$ cat config.mk
export PLATFORM = sky130hd
export DESIGN_NAME = dsi_hdr_sched
export DESIGN_NICKNAME = d
export VERILOG_FILES = /design/src/rtl/dsi_hdr_sched.sv
export SDC_FILE = /design/constraint.sdc
export NUM_CORES = 1
export LEC_CHECK = 0
export BUFFER_PORTS_ARGS = -buffer_cell sky130_fd_sc_hd__clkbuf_2
export CORE_MARGIN = 10
export CORE_UTILIZATION = 34
export DETAILED_ROUTE_END_ITERATION = 8
export PLACE_DENSITY_LB_ADDON = 0.2
export SLEW_MARGIN = 20
export SYNTH_ARGS = -nofsm -noshare
export SYNTH_HDL_FRONTEND = slang
export SYNTH_SLANG_ARGS = --single-unit
export TNS_END_PERCENT = 10
$ cat constraint.sdc
create_clock -name clk -period 6.68 [get_ports clk]
set_clock_uncertainty 0.05 [all_clocks]
set_input_delay 1.336 -clock clk [delete_from_list [all_inputs] [get_ports clk]]
set_output_delay 1.336 -clock clk [all_outputs]
set_load 0.01 [all_outputs]
$ cat src/rtl/dsi_hdr_sched.sv
// DSI packet header scheduler: round-robin pick of one requester, ECC generation
// through one shared generator, and serial emission of the 4-byte header.
module dsi_hdr_sched #(
  parameter int unsigned NUM_REQ = 3
) (
  input  logic                    clk,
  input  logic                    reset_n,
  input  logic [NUM_REQ-1:0]      req_valid,
  input  logic [24*NUM_REQ-1:0]   req_hdr,
  output logic [NUM_REQ-1:0]      req_ready,
  output logic [7:0]              hdr_byte,
  output logic                    hdr_valid,
  input  logic                    hdr_ready,
  output logic                    hdr_last,
  output logic [1:0]              grant_id,
  output logic                    busy
);

  localparam int unsigned HDR_W = 24;
  localparam int unsigned IDX_W = $clog2(NUM_REQ);
  localparam int unsigned SUM_W = IDX_W + 1;
  localparam int unsigned CNT_W = 2;

  typedef enum logic [1:0] {IDLE, LOAD, SEND} state_t;

  state_t              state;
  logic [IDX_W-1:0]    rr_ptr;
  logic [CNT_W-1:0]    cnt;
  logic [HDR_W-1:0]    hdr_reg;
  logic [7:0]          ecc_reg;
  logic [5:0]          ecc_par;

  logic [SUM_W-1:0]    cand;
  logic [IDX_W-1:0]    win_idx;
  logic                win_found;
  logic [HDR_W-1:0]    win_hdr;
  logic [7:0]          next_byte;

  // DSI header ECC (Hamming-modified); bits 7:6 of the ECC byte are always zero
  function automatic logic [5:0] ecc_gen(input logic [23:0] d);
    logic [5:0] p;
    p[0] = d[0]^d[1]^d[2]^d[4]^d[5]^d[7]^d[10]^d[11]^d[13]^d[16]^d[20]^d[21]^d[22]^d[23];
    p[1] = d[0]^d[1]^d[3]^d[4]^d[6]^d[8]^d[10]^d[12]^d[14]^d[17]^d[20]^d[21]^d[22]^d[23];
    p[2] = d[0]^d[2]^d[3]^d[5]^d[6]^d[9]^d[11]^d[12]^d[15]^d[18]^d[20]^d[21]^d[22];
    p[3] = d[1]^d[2]^d[3]^d[7]^d[8]^d[9]^d[13]^d[14]^d[15]^d[19]^d[20]^d[21]^d[23];
    p[4] = d[4]^d[5]^d[6]^d[7]^d[8]^d[9]^d[16]^d[17]^d[18]^d[19]^d[20]^d[22]^d[23];
    p[5] = d[10]^d[11]^d[12]^d[13]^d[14]^d[15]^d[16]^d[17]^d[18]^d[19]^d[21]^d[22]^d[23];
    return p;
  endfunction

  // Single shared ECC generator, always fed from the latched header
  assign ecc_par = ecc_gen(hdr_reg);

  // Round-robin search starting at rr_ptr, ascending with wrap
  always_comb begin
    cand      = '0;
    win_idx   = '0;
    win_found = 1'b0;
    for (int unsigned off = 0; off < NUM_REQ; off++) begin
      cand = SUM_W'(rr_ptr) + SUM_W'(off);
      if (cand >= SUM_W'(NUM_REQ)) begin
        cand = cand - SUM_W'(NUM_REQ);
      end
      if (!win_found && req_valid[cand[IDX_W-1:0]]) begin
        win_found = 1'b1;
        win_idx   = cand[IDX_W-1:0];
      end
    end
  end

  assign win_hdr = req_hdr[HDR_W*win_idx +: HDR_W];

  always_comb begin
    req_ready = '0;
    if (state == IDLE && win_found) begin
      req_ready[win_idx] = 1'b1;
    end
  end

  // Byte presented after the current one is accepted
  always_comb begin
    case (cnt)
      2'd0:    next_byte = hdr_reg[15:8];
      2'd1:    next_byte = hdr_reg[23:16];
      default: next_byte = ecc_reg;
    endcase
  end

  always_ff @(posedge clk or negedge reset_n) begin
    if (!reset_n) begin
      state     <= IDLE;
      rr_ptr    <= '0;
      cnt       <= '0;
      hdr_reg   <= '0;
      ecc_reg   <= '0;
      hdr_byte  <= '0;
      hdr_valid <= 1'b0;
      hdr_last  <= 1'b0;
      grant_id  <= '0;
      busy      <= 1'b0;
    end else begin
      case (state)
        IDLE: begin
          if (win_found) begin
            hdr_reg  <= win_hdr;
            grant_id <= 2'(win_idx);
            rr_ptr   <= (win_idx == IDX_W'(NUM_REQ - 1)) ? '0 : win_idx + 1'b1;
            busy     <= 1'b1;
            state    <= LOAD;
          end
        end
        LOAD: begin
          ecc_reg   <= {2'b00, ecc_par};
          cnt       <= '0;
          hdr_byte  <= hdr_reg[7:0];
          hdr_valid <= 1'b1;
          hdr_last  <= 1'b0;
          state     <= SEND;
        end
        SEND: begin
          if (hdr_ready) begin
            if (cnt == 2'd3) begin
              cnt       <= '0;
              hdr_byte  <= '0;
              hdr_valid <= 1'b0;
              hdr_last  <= 1'b0;
              busy      <= 1'b0;
              state     <= IDLE;
            end else begin
              cnt      <= cnt + 1'b1;
              hdr_byte <= next_byte;
              hdr_last <= (cnt == 2'd2);
            end
          end
        end
        default: state <= IDLE;
      endcase
    end
  end

endmodule
==> impl_metrics.toml, run 1 <==
[flow_run]
max_cap_viol_count = 0

[power]
peakVddDrop_v = 0.000219
leakage_uw = 0.00183
pwr_density_cell_nw_per_um2 = 595

[outcome]
status = "finished clean"

[worst_hold_path]
holdCritPathClass = "reg -> reg"

[setup_path]
r2r-start = "rr_ptr[0]"
crit_fanout = 26
timing.critical_path.to = "req_ready[0]"
worst_r2r_path_cells = 6
worstSetupPathType = "in -> out"
setup.reg_to_reg.worst_slack_ns = 3.21
cp_data_arrival_time_ns = 3.59
cp-start-kind = "input port"
worst-endpoint-required_ns = 5.29
r2r_end = "hdr_reg[13]"
launch_point_of_the_critical_path = "req_valid[0]"
timing.critical_path.to_type = "output pin"

[logic_synthesis]
synth_top_cell_by_area = "sky130_fd_sc_hd__dfrtp_1"
synthesis.area_um2 = 3410
synth-warning-count = 0
register_area_share_after_synthesis_pct = 35.9
synthesis.instances = 357
synth.distinct_cells = 39
netlist.area_leader.share_pct = 35.9
synth.top_cells.by_area = "sky130_fd_sc_hd__dfrtp_1 (36%), sky130_fd_sc_hd__xnor2_1 (9.2%), sky130_fd_sc_hd__o2111a_1 (7.9%)"
number_of_synthesized_flops_with_an_enable_pin = 0
synthesis.area_per_instance_um2 = 9.56
ys_top_cells_by_count = "sky130_fd_sc_hd__dfrtp_1 (49), sky130_fd_sc_hd__nand2_1 (41), sky130_fd_sc_hd__xnor2_1 (36)"
postSynth.asyncResetShare_pct = 100
synth_ff_type = "sky130_fd_sc_hd__dfrtp_1"
synth_nets = 441
yosys.cell_count.top_type = "sky130_fd_sc_hd__dfrtp_1"
yosys_register_bits = 49

[cts]
cts_repair_resize_count = 0
cts_buffers = 5
clock_edge_transition_at_the_registers_on_the_reported_setup_and_hold_paths_ns = 0.08
clock_insertion_delay_worst_skew_ns = 0.30
h-tree-depth = 2
count_of_hold_buffers_inserted_by_post_cts_repair = 0
cts_num_sinks = 49
cts_root_buf = "sky130_fd_sc_hd__clkbuf_8"
tritoncts = "done"
cts_setup_buffers = 0
clockBufferDepth = 2

[floorplan]
floorplan.core_area_um2 = 9770
starting_density_of_the_core_pct = 34.9
rows = 36
die_area_um2 = 14500
top_level_ports = 94
die_w_um = 120
floorplan.die.height_um = 120

[detailed_routing]
antenna_violation_net_count_after_detailed_routing = 0
post_drt_wl_per_cell_um = 17.3
drc_errors = 0
detail_route.first_pass.iterations = 4
viasPerCell = 5.14
via_count = 2893
dr.first_iter.drc_count = 135
drt_wl_total_um = 9730

[finish]
area_added_between_synthesis_and_finish_pct = 17.9
multiInputGateArea_um2 = 2030
post_route_cells_drive_above_1_share_pct = 30.2
post_layout_nonfiller_instances = 563
n_fill_cell = 984
flip_flop_count_of_the_largest_register_all_copies_and_words_added = 24
antenna_cells_inserted = 0
num-nets-final = 514
final-seq-area_um2 = 1230

[sta]
maxSlewViolCount = 0
timing.slew.headroom_pct = 27.3
fmaxAchievable_mhz = 201
finalSetupTns_ns = 0
setup_violations = 0
worst-slew-pin-transition_ns = 1.09
rsz_0062_raised_after_global_routing = "false"
layout_min_cycle_time_ns = 4.98
period_share_pct = 74.5
post-route-worst-setup-slack_ns = 1.70
timing_hold_violations_final = 0

[place]
port-buffer-count = 93
placed_cells_incl_taps = 555
place_ws_ns = 1.46
dp.final_hpwl_um = 7590
gp_congestion = 0.882

[global_route]
global_route.overflow_total = 0
first_global_vias = 3071
initial_antenna_violation_count = 0
maximum_number_of_pins_on_one_net_before_global_route_repair = 57
grt_use_total_pct = 13.4
first_pass_grt_wire_length_um = 16000
==> metrics by stage <==
stage / hold WS [ns] / power, µW / util (%) / instance area [µm²]
detailed placement: 0.420 / 2220 / 40.0 / 3910
global route: 0.472 / 2620 / 41.2 / 4030
CTS: 0.441 / 2400 / 40.9 / 4000
floorplan: 0.400 / 1930 / - / 3410
finish: 0.438 / 2400 / 41.2 / 4030
global placement: 0.415 / 2200 / 40.0 / 3910
==> power breakdown <==
| group | internal (µW) | leakage, µW | switching [µW] | total [µW] |
|---|---|---|---|---|
| Sequential | 444 | 0.000600 | 157 | 601 |
| Clock | 82.4 | 0.0000443 | 96.3 | 179 |
| Combinational | 782 | 0.00118 | 833 | 1620 |
| Total | 1310 | 0.00183 | 1090 | 2400 |
==> how the worst min path moves through the flow <==
stage | depth (start not counted) | startpoint | end
global route | 1 | grant_id[1] | grant_id[1]
finish | 1 | grant_id[0] | grant_id[0]
global placement | 2 | ecc_reg[5] | ecc_reg[5]
floorplan | 2 | ecc_reg[5] | ecc_reg[5]
CTS | 1 | grant_id[0] | grant_id[0]
detailed placement | 1 | grant_id[0] | grant_id[0]
==> area by class of cell <==
| class | instances | share of cell area, % |
|---|---|---|
| Multi-Input combinational cell | 272 | 50.4 |
| Clock buffer | 7 | 2.14 |
| Timing Repair Buffer | 95 | 12.2 |
| Inverter | 7 | 0.653 |
| Sequential cell | 49 | 30.5 |
| Tap cell | 133 | 4.13 |
==> worst max-delay path, cell delays in order <==
cell	delay [ns]
sky130_fd_sc_hd__clkbuf_2	0.09
sky130_fd_sc_hd__inv_1	0.05
sky130_fd_sc_hd__maj3_1	0.69
sky130_fd_sc_hd__o211ai_2	0.93
sky130_fd_sc_hd__nor3b_2	0.33
sky130_fd_sc_hd__clkbuf_2	0.16
==> layout by cell type, fill, tap and decap left out, drive strengths merged, types with 8 or more instances in the layout <==
cell type  synthesis  routed
clkbuf            20     100
o21a               8       8
o21ai             24      24
o31ai             24      24
a211oi            25      25
nand2             41      41
nor2              30      30
dfrtp             49      49
xor2               9       9
o2111a            24      24
xnor2             36      36
a21oi              9       9
==> routing by layer <==
metal  track usage (%)  vias up  share of wire (%)
met5                 0        -                  0
met4              3.24        0               0.82
met3              3.91        6                5.6
met2              21.5       88                 47
met1              17.5     1350                 47
li1                  -     1449                  -
==> cell families (layout without fill, tap and decap cells) <==
family	after synthesis	in the layout	synth area share, %
XOR/XNOR	47	47	12.9
multiplexers	1	1	0.293
adder cells (fa/ha/maj)	8	8	2.82
flip-flops	49	49	35.9
buffers and inverters	36	109	5.06
AO/OA/AOI/OAI	132	132	32.9
AND/OR/NAND/NOR	84	84	10.2
Power figures use the tool's default switching activity.
==> run 2, diff against run 1 <==
==> constraint.sdc (replaced) <==
create_clock -name clk -period 5 [get_ports clk]
set_clock_uncertainty 0.05 [all_clocks]
set_input_delay 1 -clock clk [delete_from_list [all_inputs] [get_ports clk]]
set_output_delay 1 -clock clk [all_outputs]
set_load 0.01 [all_outputs]
==> run 2 against run 1 <==
Effect of this change: sequential share of layout area barely moved; worst hold slack better by 0.00084 ns; global-route usage fell by 0.20 points; non-clock buffer count is 3 higher; total power is 33% higher; clock power rose by 32%; critical path depth up 2; cell count up 0.53%; sequential power rose by 33%; critical endpoint unchanged; largest cell class unchanged.
==> impl_metrics.toml, run 2 (synthesis results as in run 1) <==
[setup_path]
worst-path-buf-inv = 3
timing.critical_path.to_type = "output pin"
longest_individual_stage_delay_on_the_worst_path_ns = 0.80
critical_path.cell_chain = "inv_1 -> ha_1 -> a21o_1 -> nand2_1 -> o211ai_2 -> buf_4 -> nor3b_2 -> clkbuf_2"
critical-path-slowest-cell = "sky130_fd_sc_hd__ha_1"
cp-start-kind = "flip-flop"
crit_fanout = 31
critical-path-top-delay-family = "adder cells"
worst-endpoint-required_ns = 3.95
worstSetupPathType = "reg -> out"
cp_data_arrival_time_ns = 3.18

[cts]
tritoncts = "done"
clockBufferDepth = 2
cts_setup_buffers = 0
h-tree-depth = 2
count_of_hold_buffers_inserted_by_post_cts_repair = 0
cts_num_sinks = 49
clock_edge_transition_at_the_registers_on_the_reported_setup_and_hold_paths_ns = 0.09
clock_insertion_delay_worst_skew_ns = 0.30
cts_buffers = 5
cts_root_buf = "sky130_fd_sc_hd__clkbuf_8"
cts_repair_resize_count = 0

[outcome]
status = "finished clean"

[floorplan]
floorplan.die.height_um = 120
rows = 36
starting_density_of_the_core_pct = 34.9
top_level_ports = 94
floorplan.core_area_um2 = 9770
die_area_um2 = 14500
die_w_um = 120

[detailed_routing]
detail_route.first_pass.iterations = 4
via_count = 2905
dr.first_iter.drc_count = 166
antenna_violation_net_count_after_detailed_routing = 0
post_drt_wl_per_cell_um = 17.0
drt_wl_total_um = 9610
drc_errors = 0
viasPerCell = 5.13

[power]
pwr_density_cell_nw_per_um2 = 790
leakage_uw = 0.00183
switching_share_pct = 45.3
netSwitchingPower_uw = 1440
power.share.clock_pct = 7.4
internal_power_uw = 1740
pwr-share-seq_pct = 25.2
share_comb_of_total_power_pct = 67.4
peakVddDrop_v = 0.000571

[sta]
setup_violations = 0
layout_min_cycle_time_ns = 4.23
post-route-worst-setup-slack_ns = 0.769
fmaxAchievable_mhz = 236
worst-slew-pin-transition_ns = 0.998
finalSetupTns_ns = 0
maxSlewViolCount = 0
period_share_pct = 84.6
rsz_0062_raised_after_global_routing = "false"
timing_hold_violations_final = 0
timing.slew.headroom_pct = 33.5

[place]
gp_congestion = 0.850
port-buffer-count = 93
place_ws_ns = 1.11
dp.final_hpwl_um = 7760

[flow_run]
max_cap_viol_count = 0

[finish]
most-common-layout-cells = "sky130_fd_sc_hd__clkbuf_2 (93), sky130_fd_sc_hd__dfrtp_1 (49), sky130_fd_sc_hd__nand2_1 (41)"
num-nets-final = 517
flip_flop_count_of_the_largest_register_all_copies_and_words_added = 24
layout.cells.most_common = "sky130_fd_sc_hd__clkbuf_2"
antenna_cells_inserted = 0
area_added_between_synthesis_and_finish_pct = 18.0
post_route_cells_drive_above_1_share_pct = 30.7

[global_route]
grt_use_total_pct = 13.2
first_pass_grt_wire_length_um = 15800
global_route.overflow_total = 0
maximum_number_of_pins_on_one_net_before_global_route_repair = 52
initial_antenna_violation_count = 0
first_global_vias = 3008

[worst_hold_path]
holdCritPathClass = "reg -> reg"
-- run 2: cell types whose count changed in the layout (fill, tap and decap cells not counted), sizes merged --
cell	change
buf	+3
-- run 2: cell type report --
| type | instances | area [µm²] |
|---|---|---|
| fill | 1032 | 5750 |
| timing repair buffer | 98 | 503 |
| clock buffer | 7 | 86.3 |
| sequential | 49 | 1230 |
| multi-input combinational | 272 | 2020 |
| inverter | 7 | 26.3 |
| tap | 133 | 166 |
-- run 2: path summary, 6_finish.rpt --
| check | from | to | slack (ns) | cells after the start |
|---|---|---|---|---|
| min in group asynchronous | reset_n | hdr_last | 0.75 | 2 |
| worst min register to register | grant_id[1] | grant_id[1] | 0.44 | 1 |
| worst min-delay path | grant_id[1] | grant_id[1] | 0.44 | 1 |
| worst max-delay path | rr_ptr[1] | req_ready[0] | 0.77 | 8 |
| max in group asynchronous | reset_n | hdr_reg[9] | 3.73 | 2 |
| worst max register to register | rr_ptr[1] | hdr_reg[13] | 1.99 | 8 |
-- run 2: worst register-to-register path, delay by kind of cell (launching register included) --
family                     cells  cell delay (ns)
DFF                            1             0.41
AOI/OAI and AO/OA              4             0.85
buffers and inverters          2             0.36
adders and majority gates      1             0.80
and+or+nand+nor                1             0.44
-- run 2: through the flow --
step           hold slack, ns  std cells  cell area [µm²]  utilization, %  power, µW
6_report                0.439        566             4030            41.2       3180
4_1_cts                 0.443        566             4030            41.2       3210
2_1_floorplan           0.400        357             3410               -       2580
3_3_place_gp            0.413        559             3940            40.3       2940
5_1_grt                 0.462        566             4030            41.2       3470
3_5_place_dp            0.422        559             3940            40.3       2970
-- run 2: power groups by stage --
stage / Sequential (µW) / Clock, µW / Combinational, µW
global route: 832 / 263 / 2370
floorplan: 768 / 0 / 1810
detailed placement: 815 / 0 / 2150
CTS: 807 / 245 / 2160
global placement: 810 / 0 / 2130
finish: 802 / 236 / 2140
-- run 2: layer usage --
| metal | vias up | GRT usage [%] | share of wire, % |
|---|---|---|---|
| li1 | 1458 | - | - |
| met1 | 1359 | 17.7 | 48 |
| met2 | 82 | 20.2 | 45 |
| met3 | 6 | 4.56 | 7.0 |
| met4 | 0 | 2.79 | 0.72 |
| met5 | - | 0 | 0 |
==> run 3, diff against run 2 <==
==> constraint.sdc (replaced) <==
create_clock -name clk -period 3.7 [get_ports clk]
set_clock_uncertainty 0.05 [all_clocks]
set_input_delay 0.74 -clock clk [delete_from_list [all_inputs] [get_ports clk]]
set_output_delay 0.74 -clock clk [all_outputs]
set_load 0.01 [all_outputs]
==> run 3 against run 2 <==
Effect of this change: critical path depth shrank 2; setup slack worse by 0.49 ns; register-to-register slack got worse by 0.88 ns; sequential power up 36%; final area up 0.75%; clock power up 39%; critical path type unchanged; largest cell class unchanged; highest routed layer unchanged.
==> impl_metrics.toml, run 3 (synthesis results as in run 1) <==
[floorplan]
starting_density_of_the_core_pct = 34.9
top_level_ports = 94
floorplan.core_area_um2 = 9770
floorplan.die.height_um = 120
die_area_um2 = 14500
die_w_um = 120
rows = 36

[worst_hold_path]
holdCritPathClass = "in -> async"

[setup_path]
critical-path-top-delay-family = "adder cells"
critical_path.cell_chain = "inv_1 -> ha_1 -> maj3_2 -> a2111o_2 -> nor3_1 -> clkbuf_2"
worstSetupPathType = "reg -> out"
cp_data_arrival_time_ns = 2.63
worst-endpoint-required_ns = 2.91
worst_r2r_path_cells = 6
r2r-start = "rr_ptr[0]"
worst-path-buf-inv = 2
critical_path_depth = 6
cp-start-kind = "flip-flop"
longest_individual_stage_delay_on_the_worst_path_ns = 0.61
setup.reg_to_reg.worst_slack_ns = 1.11
crit_fanout = 15
timing.critical_path.to = "req_ready[1]"
launch_point_of_the_critical_path = "rr_ptr[0]"
r2r_end = "hdr_reg[4]"
critical-path-slowest-cell = "sky130_fd_sc_hd__a2111o_2"
timing.critical_path.to_type = "output pin"

[sta]
finalSetupTns_ns = 0
period_share_pct = 92.6
timing.slew.headroom_pct = 46.4
maxSlewViolCount = 0
timing_hold_violations_final = 0
rsz_0062_raised_after_global_routing = "false"
layout_min_cycle_time_ns = 3.42
worst-slew-pin-transition_ns = 0.804
setup_violations = 0
fmaxAchievable_mhz = 292

[outcome]
status = "finished clean"

[global_route]
first_pass_grt_wire_length_um = 16200
global_route.overflow_total = 0
maximum_number_of_pins_on_one_net_before_global_route_repair = 43
first_global_vias = 3124
initial_antenna_violation_count = 0
grt_use_total_pct = 13.5

[detailed_routing]
drt_wl_total_um = 9690
dr.first_iter.drc_count = 116
antenna_violation_net_count_after_detailed_routing = 0
detail_route.first_pass.iterations = 4
drc_errors = 0
via_count = 2938
post_drt_wl_per_cell_um = 17.0
viasPerCell = 5.15

[cts]
cts_root_buf = "sky130_fd_sc_hd__clkbuf_8"
cts_buffers = 5
clock_edge_transition_at_the_registers_on_the_reported_setup_and_hold_paths_ns = 0.09
cts_repair_resize_count = 0
clock_insertion_delay_worst_skew_ns = 0.30
cts_setup_buffers = 0
clockBufferDepth = 2
h-tree-depth = 2
cts_num_sinks = 49
count_of_hold_buffers_inserted_by_post_cts_repair = 0
tritoncts = "done"

[place]
gp_congestion = 0.842
dp.final_hpwl_um = 7780
port-buffer-count = 93
placed_cell_area_um2 = 3970

[finish]
most-common-layout-cells = "sky130_fd_sc_hd__clkbuf_2 (93), sky130_fd_sc_hd__dfrtp_1 (49), sky130_fd_sc_hd__nand2_1 (41)"
post_route_cells_drive_above_1_share_pct = 31.4
postLayoutCellArea_um2 = 4060
area_added_between_synthesis_and_finish_pct = 18.9
num-nets-final = 521
flip_flop_count_of_the_largest_register_all_copies_and_words_added = 24
layout.cells.most_common = "sky130_fd_sc_hd__clkbuf_2"
n_fill_cell = 1004
antenna_cells_inserted = 0

[power]
internal_power_uw = 2370
share_comb_of_total_power_pct = 67.5
pwr_density_cell_nw_per_um2 = 1070
netSwitchingPower_uw = 1980
pwr-share-seq_pct = 25.0
switching_share_pct = 45.5
power.share.clock_pct = 7.5
peakVddDrop_v = 0.000343
leakage_uw = 0.00185

[flow_run]
max_cap_viol_count = 0
-- run 3: how the worst min path moves through the flow --
stage | start | to | cells after the start
after floorplan | reset_n | busy | 0
after global placement | ecc_reg[3] | ecc_reg[3] | 2
after detailed placement | grant_id[1] | grant_id[1] | 1
after CTS | reset_n | hdr_last | 1
after global routing | reset_n | hdr_last | 1
final | reset_n | hdr_last | 1
-- run 3: per-stage QoR --
| stage | hold WS, ns | total power [µW] | worst slack [ns] | std cells | utilization (%) |
|---|---|---|---|---|---|
| floorplan | 0.394 | 3480 | 0.840 | 357 | - |
| global placement | 0.417 | 4020 | 0.544 | 563 | 40.6 |
| detailed placement | 0.418 | 4060 | 0.511 | 563 | 40.6 |
| CTS | 0.387 | 4390 | 0.274 | 570 | 41.5 |
| global route | 0.414 | 4760 | 0.149 | 570 | 41.5 |
| finish | 0.368 | 4350 | 0.275 | 570 | 41.5 |
-- run 3: worst register-to-register path, stage by stage (launching register included) --
cell	delay (ns)
sky130_fd_sc_hd__dfrtp_1	0.38
sky130_fd_sc_hd__inv_1	0.05
sky130_fd_sc_hd__ha_1	0.38
sky130_fd_sc_hd__maj3_2	0.35
sky130_fd_sc_hd__a2111o_2	0.61
sky130_fd_sc_hd__buf_4	0.35
sky130_fd_sc_hd__o31ai_2	0.33
-- run 3: routing by layer --
layer | track usage (%) | vias up | share of wire [%]
met5 | 0 | - | 0
met4 | 2.71 | 0 | 0.84
met3 | 4.47 | 6 | 6.5
met2 | 21.4 | 77 | 46
met1 | 17.6 | 1391 | 47
li1 | - | 1464 | -
-- run 3: final cells by class --
cell class,count,area (µm²),area share (%)
Tap cell,133,166,4.10
Sequential cell,49,1230,30.2
Multi-Input combinational cell,272,2020,49.8
Timing Repair Buffer,102,533,13.1
Clock buffer,7,86.3,2.13
Inverter,7,26.3,0.647
-- run 3: power by group through the flow --
stage                     logic [µW]  registers [µW]  clock network (µW)
after global placement          2920            1100                   0
after detailed placement        2960            1100                   0
final                           2940            1090                 327
after floorplan                 2440            1040                   0
after global routing            3270            1130                 355
after CTS                       2960            1090                 336
